$ cat src/rtl/dmem_arbiter.sv
// Round-robin arbiter/sequencer sharing the data_mem port between the LSU (port 0)
// and a DMA/debug loader (port 1); misaligned or out-of-range accesses never reach memory.
module dmem_arbiter #(
  parameter int unsigned MEM_BYTES = 1024
) (
  input  logic        clk,
  input  logic        rst,
  input  logic        p0_req,
  input  logic        p0_we,
  input  logic [1:0]  p0_size,
  input  logic        p0_signed,
  input  logic [31:0] p0_addr,
  input  logic [31:0] p0_wdata,
  output logic        p0_gnt,
  output logic        p0_rvalid,
  output logic        p0_err,
  output logic [31:0] p0_rdata,
  input  logic        p1_req,
  input  logic        p1_we,
  input  logic [1:0]  p1_size,
  input  logic        p1_signed,
  input  logic [31:0] p1_addr,
  input  logic [31:0] p1_wdata,
  output logic        p1_gnt,
  output logic        p1_rvalid,
  output logic        p1_err,
  output logic [31:0] p1_rdata,
  output logic        mem_read,
  output logic        mem_write,
  output logic [1:0]  mem_size,
  output logic        is_signed,
  output logic [31:0] addr,
  output logic [31:0] write_data,
  input  logic [31:0] read_data
);

  typedef enum logic [1:0] {IDLE = 2'd0, ACCESS = 2'd1, DONE = 2'd2} state_t;

  state_t      state_q, state_d;
  logic        last_q, last_d;
  logic        we_q, we_d;
  logic [1:0]  size_q, size_d;
  logic        signed_q, signed_d;
  logic [31:0] addr_q, addr_d;
  logic [31:0] wdata_q, wdata_d;
  logic        port_q, port_d;
  logic        p0_err_q, p0_err_d, p1_err_q, p1_err_d;
  logic [31:0] p0_rdata_q, p0_rdata_d, p1_rdata_q, p1_rdata_d;

  logic        win_s, gnt0_s, gnt1_s;
  logic        sel_we_s, sel_signed_s, sel_err_s;
  logic [1:0]  sel_size_s;
  logic [31:0] sel_addr_s, sel_wdata_s;
  logic [2:0]  bytes_s;
  logic [32:0] end_s;

  // Winner selection and request validation; the 33-bit end address cannot wrap.
  always_comb begin
    if (p0_req && p1_req) begin
      win_s = ~last_q;
    end else begin
      win_s = p1_req;
    end
    sel_we_s     = win_s ? p1_we     : p0_we;
    sel_size_s   = win_s ? p1_size   : p0_size;
    sel_signed_s = win_s ? p1_signed : p0_signed;
    sel_addr_s   = win_s ? p1_addr   : p0_addr;
    sel_wdata_s  = win_s ? p1_wdata  : p0_wdata;
    case (sel_size_s)
      2'b00:   bytes_s = 3'd1;
      2'b01:   bytes_s = 3'd2;
      default: bytes_s = 3'd4;
    endcase
    end_s = {1'b0, sel_addr_s} + {30'd0, bytes_s};
    sel_err_s = (sel_size_s == 2'b11)
             || ((sel_size_s == 2'b01) && sel_addr_s[0])
             || ((sel_size_s == 2'b10) && (sel_addr_s[1:0] != 2'b00))
             || (end_s > 33'(MEM_BYTES));
  end

  // Sequencer next-state, request latch and per-port response capture.
  always_comb begin
    state_d    = state_q;
    last_d     = last_q;
    we_d       = we_q;
    size_d     = size_q;
    signed_d   = signed_q;
    addr_d     = addr_q;
    wdata_d    = wdata_q;
    port_d     = port_q;
    p0_err_d   = p0_err_q;
    p1_err_d   = p1_err_q;
    p0_rdata_d = p0_rdata_q;
    p1_rdata_d = p1_rdata_q;
    gnt0_s     = 1'b0;
    gnt1_s     = 1'b0;
    case (state_q)
      IDLE: begin
        if (p0_req || p1_req) begin
          gnt0_s   = ~win_s;
          gnt1_s   = win_s;
          last_d   = win_s;
          we_d     = sel_we_s;
          size_d   = sel_size_s;
          signed_d = sel_signed_s;
          addr_d   = sel_addr_s;
          wdata_d  = sel_wdata_s;
          port_d   = win_s;
          if (sel_err_s) begin
            state_d = DONE;
            if (win_s) begin
              p1_err_d   = 1'b1;
              p1_rdata_d = 32'd0;
            end else begin
              p0_err_d   = 1'b1;
              p0_rdata_d = 32'd0;
            end
          end else begin
            state_d = ACCESS;
          end
        end else begin
          state_d = IDLE;
        end
      end
      ACCESS: begin
        state_d = DONE;
        if (port_q) begin
          p1_err_d   = 1'b0;
          p1_rdata_d = we_q ? 32'd0 : read_data;
        end else begin
          p0_err_d   = 1'b0;
          p0_rdata_d = we_q ? 32'd0 : read_data;
        end
      end
      DONE:    state_d = IDLE;
      default: state_d = IDLE;
    endcase
  end

  // State and latch registers; reset drops any access in flight.
  always_ff @(posedge clk or posedge rst) begin
    if (rst) begin
      state_q    <= IDLE;
      last_q     <= 1'b1;
      we_q       <= 1'b0;
      size_q     <= 2'b00;
      signed_q   <= 1'b0;
      addr_q     <= 32'd0;
      wdata_q    <= 32'd0;
      port_q     <= 1'b0;
      p0_err_q   <= 1'b0;
      p1_err_q   <= 1'b0;
      p0_rdata_q <= 32'd0;
      p1_rdata_q <= 32'd0;
    end else begin
      state_q    <= state_d;
      last_q     <= last_d;
      we_q       <= we_d;
      size_q     <= size_d;
      signed_q   <= signed_d;
      addr_q     <= addr_d;
      wdata_q    <= wdata_d;
      port_q     <= port_d;
      p0_err_q   <= p0_err_d;
      p1_err_q   <= p1_err_d;
      p0_rdata_q <= p0_rdata_d;
      p1_rdata_q <= p1_rdata_d;
    end
  end

  // Grants are combinational, so they are masked while reset is held.
  assign p0_gnt     = gnt0_s & ~rst;
  assign p1_gnt     = gnt1_s & ~rst;
  assign p0_rvalid  = (state_q == DONE) && !port_q;
  assign p1_rvalid  = (state_q == DONE) && port_q;
  assign p0_err     = p0_err_q;
  assign p1_err     = p1_err_q;
  assign p0_rdata   = p0_rdata_q;
  assign p1_rdata   = p1_rdata_q;
  assign mem_read   = (state_q == ACCESS) && !we_q;
  assign mem_write  = (state_q == ACCESS) && we_q;
  assign mem_size   = size_q;
  assign is_signed  = signed_q;
  assign addr       = addr_q;
  assign write_data = wdata_q;

endmodule

$ cat config.mk
export PLATFORM = sky130hd
export DESIGN_NAME = dmem_arbiter
export DESIGN_NICKNAME = d
export VERILOG_FILES = /design/src/rtl/dmem_arbiter.sv
export SDC_FILE = /design/constraint.sdc
export NUM_CORES = 1
export LEC_CHECK = 0
export ABC_AREA = 0
export ABC_CLOCK_PERIOD_IN_PS = 5900
export CAP_MARGIN = 25
export CORE_AREA = 2 2 120 122
export DETAILED_ROUTE_END_ITERATION = 8
export DIE_AREA = 0 0 122 124
export DONT_BUFFER_PORTS = 1
export GPL_TIMING_DRIVEN = 0
export HOLD_SLACK_MARGIN = 0.12
export PLACE_DENSITY = 0.76
export SLEW_MARGIN = 20
export SYNTH_ARGS = -nofsm -noshare
export SYNTH_HDL_FRONTEND = slang
export SYNTH_SLANG_ARGS = --single-unit
$ cat constraint.sdc
create_clock -name clk -period 5.9 [get_ports clk]
set_input_delay 0.59 -clock clk [delete_from_list [all_inputs] [get_ports clk]]
set_output_delay 0.59 -clock clk [all_outputs]
set_load 0.05 [all_outputs]
==> impl_metrics.xml <==
<?xml version="1.0" encoding="UTF-8"?>
<metrics>
  <group name="status">
    <metric name="run_status" unit="">finished, final reports clean</metric>
  </group>
  <group name="logic_synthesis">
    <metric name="post-synth-top-count-cell" unit="">sky130_fd_sc_hd__nand2_1</metric>
    <metric name="yosys-top-cells-area" unit="">sky130_fd_sc_hd__dfrtp_1 41%, sky130_fd_sc_hd__nand2_1 12%, sky130_fd_sc_hd__a31oi_1 6.6%</metric>
    <metric name="synth_cell_type_count" unit="">71</metric>
    <metric name="synthesis.instances" unit="">1002</metric>
    <metric name="mean_post_synth_cell_area" unit="um2">8.31</metric>
    <metric name="seq_area_frac_synth" unit="%">41.5</metric>
    <metric name="synth_warnings" unit="">0</metric>
    <metric name="ys_seq_elements" unit="">138</metric>
    <metric name="synth.top_cells.by_count" unit="">269 x sky130_fd_sc_hd__nand2_1, 137 x sky130_fd_sc_hd__dfrtp_1, 95 x sky130_fd_sc_hd__nor2_1</metric>
    <metric name="synth_flop_cell" unit="">sky130_fd_sc_hd__dfrtp_1</metric>
    <metric name="synth_top_area_cell" unit="">sky130_fd_sc_hd__dfrtp_1</metric>
    <metric name="synth_fp_nets" unit="">1178</metric>
    <metric name="async_flop_share" unit="%">100</metric>
    <metric name="mappedNetlistArea" unit="um2">8330</metric>
    <metric name="post-synth-top-area-fraction" unit="%">41.2</metric>
    <metric name="synth-edff-count" unit="">0</metric>
  </group>
  <group name="placed_design">
    <metric name="dp_worst_setup_slack" unit="ns">-0.157</metric>
    <metric name="place.detailed.instances" unit="">1183</metric>
    <metric name="count_of_buffers_inserted_at_the_top_level_ports" unit="">0</metric>
    <metric name="place_hpwl" unit="um">20700</metric>
    <metric name="gpl.final_weighted_congestion" unit="">1.01</metric>
  </group>
  <group name="sta">
    <metric name="hold_violations" unit="">0</metric>
    <metric name="fin_tns_setup" unit="ns">0</metric>
    <metric name="fin_hold_ws" unit="ns">0.222</metric>
    <metric name="worst-slew-pin-transition" unit="ns">1.07</metric>
    <metric name="setup_repair_after_global_routing_missed_its_margin" unit="">no</metric>
    <metric name="finalClockSkew" unit="ns">0.00560</metric>
    <metric name="worst_slack" unit="ns">0.506</metric>
    <metric name="finalCritPeriodShare" unit="%">91.4</metric>
    <metric name="fmax" unit="MHz">185</metric>
    <metric name="final-setup-viol-count" unit="">0</metric>
    <metric name="report.final.slew_viol_count" unit="">0</metric>
    <metric name="slew-limit-headroom" unit="%">28.8</metric>
    <metric name="post-route-min-period" unit="ns">5.39</metric>
  </group>
  <group name="power_and_ir_drop">
    <metric name="leakagePower" unit="nW">3.71</metric>
    <metric name="vdd_ir_drop_max" unit="uV">238</metric>
    <metric name="total_power" unit="W">0.00351</metric>
    <metric name="cellPowerDensity" unit="nW/um2">383</metric>
  </group>
  <group name="cts">
    <metric name="maximum_count_of_clock_buffers_along_a_single_path" unit="">2</metric>
    <metric name="cts.sink_count" unit="">138</metric>
    <metric name="cts_buffers" unit="">17</metric>
    <metric name="clock_tree_from_tritoncts" unit="">yes</metric>
    <metric name="cts_root_buffer" unit="">sky130_fd_sc_hd__clkbuf_16</metric>
    <metric name="worstSkewPairLatency" unit="ns">0.43</metric>
    <metric name="cts.clk_slew.worst_paths" unit="ns">0.06</metric>
    <metric name="htree_num_levels" unit="">4</metric>
  </group>
  <group name="route">
    <metric name="ant_nets" unit="">0</metric>
    <metric name="dr.pass1.iters" unit="">5</metric>
    <metric name="drc" unit="">0</metric>
    <metric name="drtIter0Drc" unit="">837</metric>
    <metric name="post_drt_via_cell_ratio" unit="">6.67</metric>
    <metric name="wl_per_cell" unit="um">22.9</metric>
    <metric name="route.final.wire_length" unit="um">27700</metric>
    <metric name="vias" unit="">8099</metric>
  </group>
  <group name="cells_and_area">
    <metric name="finalNetCount" unit="">1198</metric>
    <metric name="layout-drive-gt1-share" unit="%">13.8</metric>
    <metric name="areaGrowthSynthToFinish" unit="%">10.2</metric>
    <metric name="antennaDiodeCount" unit="">0</metric>
    <metric name="finalNonFillerCells" unit="">1214</metric>
  </group>
  <group name="grt">
    <metric name="grt_first_pass_wirelength" unit="um">42300</metric>
    <metric name="grt_start_max_net_pins" unit="">99</metric>
    <metric name="gr-usage-all-layers" unit="%">36.4</metric>
    <metric name="grt_pass1_vias" unit="">7723</metric>
    <metric name="globalRoute.totalOverflow" unit="">0</metric>
    <metric name="antenna_violations_before_repair" unit="">0</metric>
  </group>
  <group name="critical_path">
    <metric name="crit_fanout" unit="">19</metric>
    <metric name="required" unit="ns">6.25</metric>
    <metric name="setup.worst_path.end_class" unit="">flip-flop</metric>
    <metric name="worst-endpoint-arrival" unit="ns">5.75</metric>
    <metric name="worst_setup_path_start_kind" unit="">flip-flop</metric>
    <metric name="path_class" unit="">flip-flop to flip-flop</metric>
  </group>
  <group name="floorplan">
    <metric name="vertical_extent_of_the_die" unit="um">124</metric>
    <metric name="fp.dieW" unit="um">122</metric>
    <metric name="initial_utilization" unit="%">60.7</metric>
    <metric name="io_pins" unit="">311</metric>
    <metric name="floorplan.die_area" unit="um2">15100</metric>
    <metric name="placementRows" unit="">43</metric>
    <metric name="placeableCoreArea" unit="um2">13700</metric>
  </group>
  <group name="job">
    <metric name="drv.max_cap_violation_count" unit="">0</metric>
  </group>
  <group name="hold_path">
    <metric name="hold_path_class" unit="">input port to flip-flop</metric>
  </group>
</metrics>
kinds of logic after synthesis:
| kind of cell | count (synthesis) | synth area share (%) |
|---|---|---|
| simple gates | 467 | 24.1 |
| fa+ha+maj | 4 | 0.691 |
| compound gates | 267 | 24.2 |
| flops | 138 | 41.5 |
| mux | 25 | 3.11 |
| buf+inv | 82 | 4.46 |
| xor+xnor | 19 | 2.00 |
power by group:
part	internal [W]	switching [W]	total (W)
Sequential	0.00109	0.000707	0.00180
Clock	0.000643	0.000427	0.00107
Combinational	0.000235	0.000405	0.000640
Total	0.00197	0.00154	0.00351
cell usage in the layout, fill, tap and decap left out, types with 4 or more instances in the layout:
| master | instances |
|---|---|
| sky130_fd_sc_hd__and4_1 | 4 |
| sky130_fd_sc_hd__o21ai_2 | 49 |
| sky130_fd_sc_hd__nand3_1 | 32 |
| sky130_fd_sc_hd__dfrtp_1 | 137 |
| sky130_fd_sc_hd__nand2_1 | 269 |
| sky130_fd_sc_hd__a21oi_1 | 11 |
| sky130_fd_sc_hd__clkbuf_16 | 17 |
| sky130_fd_sc_hd__o211ai_1 | 7 |
| sky130_fd_sc_hd__a21o_1 | 5 |
| sky130_fd_sc_hd__inv_1 | 8 |
| sky130_fd_sc_hd__clkbuf_1 | 54 |
| sky130_fd_sc_hd__and2_1 | 4 |
| sky130_fd_sc_hd__nor3_1 | 18 |
| sky130_fd_sc_hd__o22ai_1 | 4 |
| sky130_fd_sc_hd__nor2_1 | 95 |
| sky130_fd_sc_hd__o221a_2 | 32 |
| sky130_fd_sc_hd__buf_1 | 6 |
| sky130_fd_sc_hd__buf_6 | 7 |
| sky130_fd_sc_hd__and3_1 | 10 |
| sky130_fd_sc_hd__a31oi_1 | 88 |
| sky130_fd_sc_hd__mux2i_1 | 23 |
| sky130_fd_sc_hd__nor4_1 | 7 |
| sky130_fd_sc_hd__xnor2_1 | 9 |
| sky130_fd_sc_hd__o21ai_0 | 39 |
| sky130_fd_sc_hd__nand4_1 | 6 |
| sky130_fd_sc_hd__xor2_1 | 10 |
| sky130_fd_sc_hd__buf_2 | 6 |
flip-flops by register name, summed over array words and instances, names as in the netlist, 2 cells and up:
| name | count |
|---|---|
| p1_rdata | 32 |
| write_data | 32 |
| p0_rdata | 32 |
| addr | 32 |
| mem_size | 2 |
| state_q | 2 |
layer usage:
metal / global-route usage [%] / wire length (um) / up-vias
met4: 13.4 / 867 / 0
li1: - / - / 3646
met3: 12.0 / 3060 / 82
met5: 0 / 0 / -
met2: 61.3 / 13500 / 502
met1: 43.7 / 10300 / 3869
stage by stage:
step	area (um2)	utilization, %
final	9180	66.9
after global placement	8550	62.3
after floorplan	8330	-
after global routing	9180	66.9
after detailed placement	8590	62.6
after CTS	9180	66.9
what timing repair did:
item,in CTS,in global routing
gates resized for setup,0,1
endpoints found under the hold margin,40,0
hold buffers,1,0
setup endpoints to repair,0,68
buffers inserted,0,0
critical path, cell delays in order (launching register included):
cell and delay (ns):
sky130_fd_sc_hd__dfstp_2 0.38, sky130_fd_sc_hd__a21boi_1 0.15, sky130_fd_sc_hd__buf_4 0.22, sky130_fd_sc_hd__buf_2 0.30, sky130_fd_sc_hd__buf_2 0.35, sky130_fd_sc_hd__buf_2 0.48
sky130_fd_sc_hd__clkbuf_1 0.50, sky130_fd_sc_hd__nand2_1 0.15, sky130_fd_sc_hd__nand2_1 0.14, sky130_fd_sc_hd__ha_1 0.18, sky130_fd_sc_hd__a21oi_1 0.17, sky130_fd_sc_hd__a21oi_2 0.33
sky130_fd_sc_hd__nand2_2 0.16, sky130_fd_sc_hd__or3_1 0.39, sky130_fd_sc_hd__a2111o_1 0.47, sky130_fd_sc_hd__nor4_4 0.22, sky130_fd_sc_hd__nand3_1 0.19, sky130_fd_sc_hd__buf_6 0.20
sky130_fd_sc_hd__buf_6 0.16, sky130_fd_sc_hd__o21ai_2 0.15
path summary, 6_finish.rpt:
check | startpoint | depth (start not counted) | slack, ns | end
min reg2reg | last_q$_DFFE_PP1P_ | 2 | 0.53 | last_q$_DFFE_PP1P_
max reg2reg | last_q$_DFFE_PP1P_ | 19 | 0.51 | p0_rdata[5]$_DFFE_PP0P_
min | p0_req | 1 | 0.22 | last_q$_DFFE_PP1P_
min in group asynchronous | rst | 2 | 0.66 | p1_rdata[19]$_DFFE_PP0P_
max | last_q$_DFFE_PP1P_ | 19 | 0.51 | p0_rdata[5]$_DFFE_PP0P_
max in group asynchronous | rst | 3 | 4.47 | p1_rdata[4]$_DFFE_PP0P_
area by class of cell:
type                    instances  area, um2
repair buffers                  2       37.5
clock buffers                  21        460
flip-flops and latches        138       3450
plain buffers                  72        334
multi-input cells             782       4510
inverters                       9       41.3
fillers                      1161       4540
clock inverters                10        118
well taps                     180        225
No activity file was read; power rests on OpenSTA's default activity.
==> patch, RTL diff (same flow settings) <==
Re-encode `state_t` (3 states) as one-hot, 3 bits wide.
--- a/src/rtl/dmem_arbiter.sv
+++ b/src/rtl/dmem_arbiter.sv
@@ -34,7 +34,7 @@
   input  logic [31:0] read_data
 );
 
-  typedef enum logic [1:0] {IDLE = 2'd0, ACCESS = 2'd1, DONE = 2'd2} state_t;
+  typedef enum logic [2:0] {IDLE = 3'b001, ACCESS = 3'b010, DONE = 3'b100} state_t;
 
   state_t      state_q, state_d;
   logic        last_q, last_d;
Behaviour: no difference found for any inputs over 4 cycles, from zero or initial values and one cycle with rst high; so few cycles prove little.
==> patch against the original RTL <==
- sequential power is 24% higher
- design area down 6.5%
- die area unchanged
- sequential cell count up 1
- count of clock-buffer cells in the layout fell by 2
- first-iteration DRC count shrank 17%
- routed wire length is 13% lower
- largest power group unchanged
- total power increased by 29%
- setup slack got worse by 0.19 ns
- area after synthesis fell by 8.1%
- non-clock buffer count decreased by 25
==> patch: results (changes against the original RTL) <==
Status
* status: finished, final reports clean

Final layout
* fraction of final layout cells sized beyond drive strength 1: 17.0%, +3.2 points
* fill cell instance count of the final layout: 1138, -2.0%
* # nets final: 958, -20%
* Layout Area Growth over Synthesis: 12.1%

CTS
* clock latency at the later pin of the worst-skew pair: 0.42 ns
* CTS Root Cell: sky130_fd_sc_hd__clkbuf_16
* Max Buffers Root-to-Sink: 2, unchanged
* total CTS buffers: 17, unchanged
* total number of H-tree levels: 4, unchanged
* post-CTS setup-driven buffer insertion count: 0, unchanged
* Reg clk slew, reported paths: 0.06 ns, about the same

Worst setup path
* crit-path leading delay family: buffers and inverters
* data arrival time at the worst-slack endpoint: 5.88 ns, +0.13 ns
* top fanout value on the critical path: 10, -9
* slowest cell on the critical path: sky130_fd_sc_hd__buf_1
* largest stage delay on the critical path: 0.58 ns, +0.08 ns

Drt
* Total Wirelength: 24100 um, -13%
* Iter 0 DRT Violations: 698, -17%
* detailed-route vias per instance: 6.52, -2.2%
* DR WL met2: 11600 um, -14%
* detailed-routed wire length on met3: 2820 um, -8.0%
* count of TritonRoute iterations in the first routing pass: 6, +1
* total number of vias: 6366, -21%
* routed metal-1 wirelength: 9080 um, -12%
* highest signal layer in the routed design: met4

Logic synthesis
* post-synthesis cell type count: 63, -11%
* fraction of the mapped netlist area in compound gates: 12.0%, -12 points
* share of flip-flops with an asynchronous set or reset: 100%, unchanged
* cell taking the most area after synthesis: sky130_fd_sc_hd__dfrtp_1
* xor and xnor area share after synthesis: 1.49%, -0.51 points
* multiplexer share of the synthesized area: 17.1%, +14 points
* top cell types by occurrence after synthesis: sky130_fd_sc_hd__dfrtp_1 (137), sky130_fd_sc_hd__nand2_1 (106), sky130_fd_sc_hd__nor2_1 (88), sky130_fd_sc_hd__mux2_4 (61), sky130_fd_sc_hd__a31oi_1 (48)
* Syn. warnings: 0, unchanged
* average cell area after synthesis: 10.1 um^2, +21%
* most area-consuming cells after synthesis: sky130_fd_sc_hd__dfrtp_1 (45%), sky130_fd_sc_hd__mux2_4 (12%), sky130_fd_sc_hd__nand2_1 (5.2%), sky130_fd_sc_hd__nor2_1 (4.3%), sky130_fd_sc_hd__a31oi_1 (3.9%)
* sequential fraction of the synthesis area: 45.5%, +4.0 points
* adder-cell area share of the yosys netlist: 0.752%, +0.061 points
* post-synth net total: 935, -21%

Pwr
* Leak Pwr: 3.75 nW, +0.90%
* worst vdd ir: 0.000348 V, +46%

GRT
* initial antenna violation count: 1, +1
* GR Util All Layers: 30.5%, -6.0 points
* wire length of the first global-routing pass: 34700 um, -18%
* pin count of the biggest net entering global routing: 83, -16%
* vias in the first global route: 6128, -21%

Placement
* Buffers on Ports: 0, unchanged
* estimated wirelength of the detail-placed design: 18000 um, -13%
* Routability Congestion: 0.914, -9.3%
* Cell Area, Placed: 7960 um^2, -7.3%

STA
* maximum clock skew at final layout: 0.00928 ns, +0.00368 ns
* tightest slew margin relative to the limit: 36.2%, +7.4 points

Min path
* kind of path behind the tightest hold check: in -> reg

-- patch: logic make-up (layout without fill, tap and decap cells) --
| kind of cell | count (synthesis) | after routing |
|---|---|---|
| AOI/OAI and AO/OA | 137 | 137 |
| xor gates and xnor gates | 13 | 13 |
| adders and majority gates | 4 | 4 |
| buffers and inverters | 54 | 90 |
| DFF | 139 | 139 |
| muxes | 98 | 98 |
| other | 0 | 1 |
| and+or+nand+nor | 314 | 314 |
-- patch: worst paths after layout --
kind                                    start                         to  slack, ns  cells after the start
setup reg to reg           last_q$_DFFE_PP1P_   p1_rdata[10]$_DFFE_PP0P_       0.31                     19
max in group asynchronous                 rst       state_q[0]$_DFF_PP1_       4.40                      3
hold / removal                    p1_wdata[1]  write_data[1]$_DFFE_PP0P_       0.32                      2
setup / recovery           last_q$_DFFE_PP1P_   p1_rdata[10]$_DFFE_PP0P_       0.31                     19
hold reg to reg            last_q$_DFFE_PP1P_         last_q$_DFFE_PP1P_       0.55                      2
min in group asynchronous                 rst       addr[19]$_DFFE_PP0P_       0.78                      2
-- patch: metrics by stage --
step	setup slack, ns	hold WS (ns)	total power [mW]
CTS	0.394	0.301	4.53
detailed placement	0.340	0.531	3.42
floorplan	1.37	0.509	3.04
global route	0.0454	0.309	4.71
finish	0.312	0.315	4.52
global placement	0.355	0.520	3.35
-- patch: where the power goes --
part           total [mW]  switching [mW]  internal (mW)
clock                1.11           0.429          0.680
combinational        1.18           0.748          0.433
sequential           2.24            1.04           1.19
total                4.52            2.22           2.30
-- patch: layout make-up --
cell class                      instances  share of cell area [%]
Clock buffer                           19                    5.16
Multi-Input combinational cell        566                    45.7
Timing Repair Buffer                    4                   0.612
Antenna cell                            1                  0.0292
Sequential cell                       139                    40.6
Clock inverter                         13                    1.91
Inverter                                9                   0.481
Buffer                                 45                    2.92
Tap cell                              180                    2.62
-- patch: what timing repair did --
action | CTS | global route
hold buffers | 1 | 0
setup endpoints to repair | 0 | 50
endpoints found under the hold margin | 34 | 0
resized for setup | 0 | 1
-- patch: routing by layer --
layer / vias to the layer above / GRT usage, %
met2: 424 / 50.2
met1: 3123 / 35.7
met3: 59 / 12.8
met5: - / 0
met4: 0 / 11.1
li1: 2760 / -
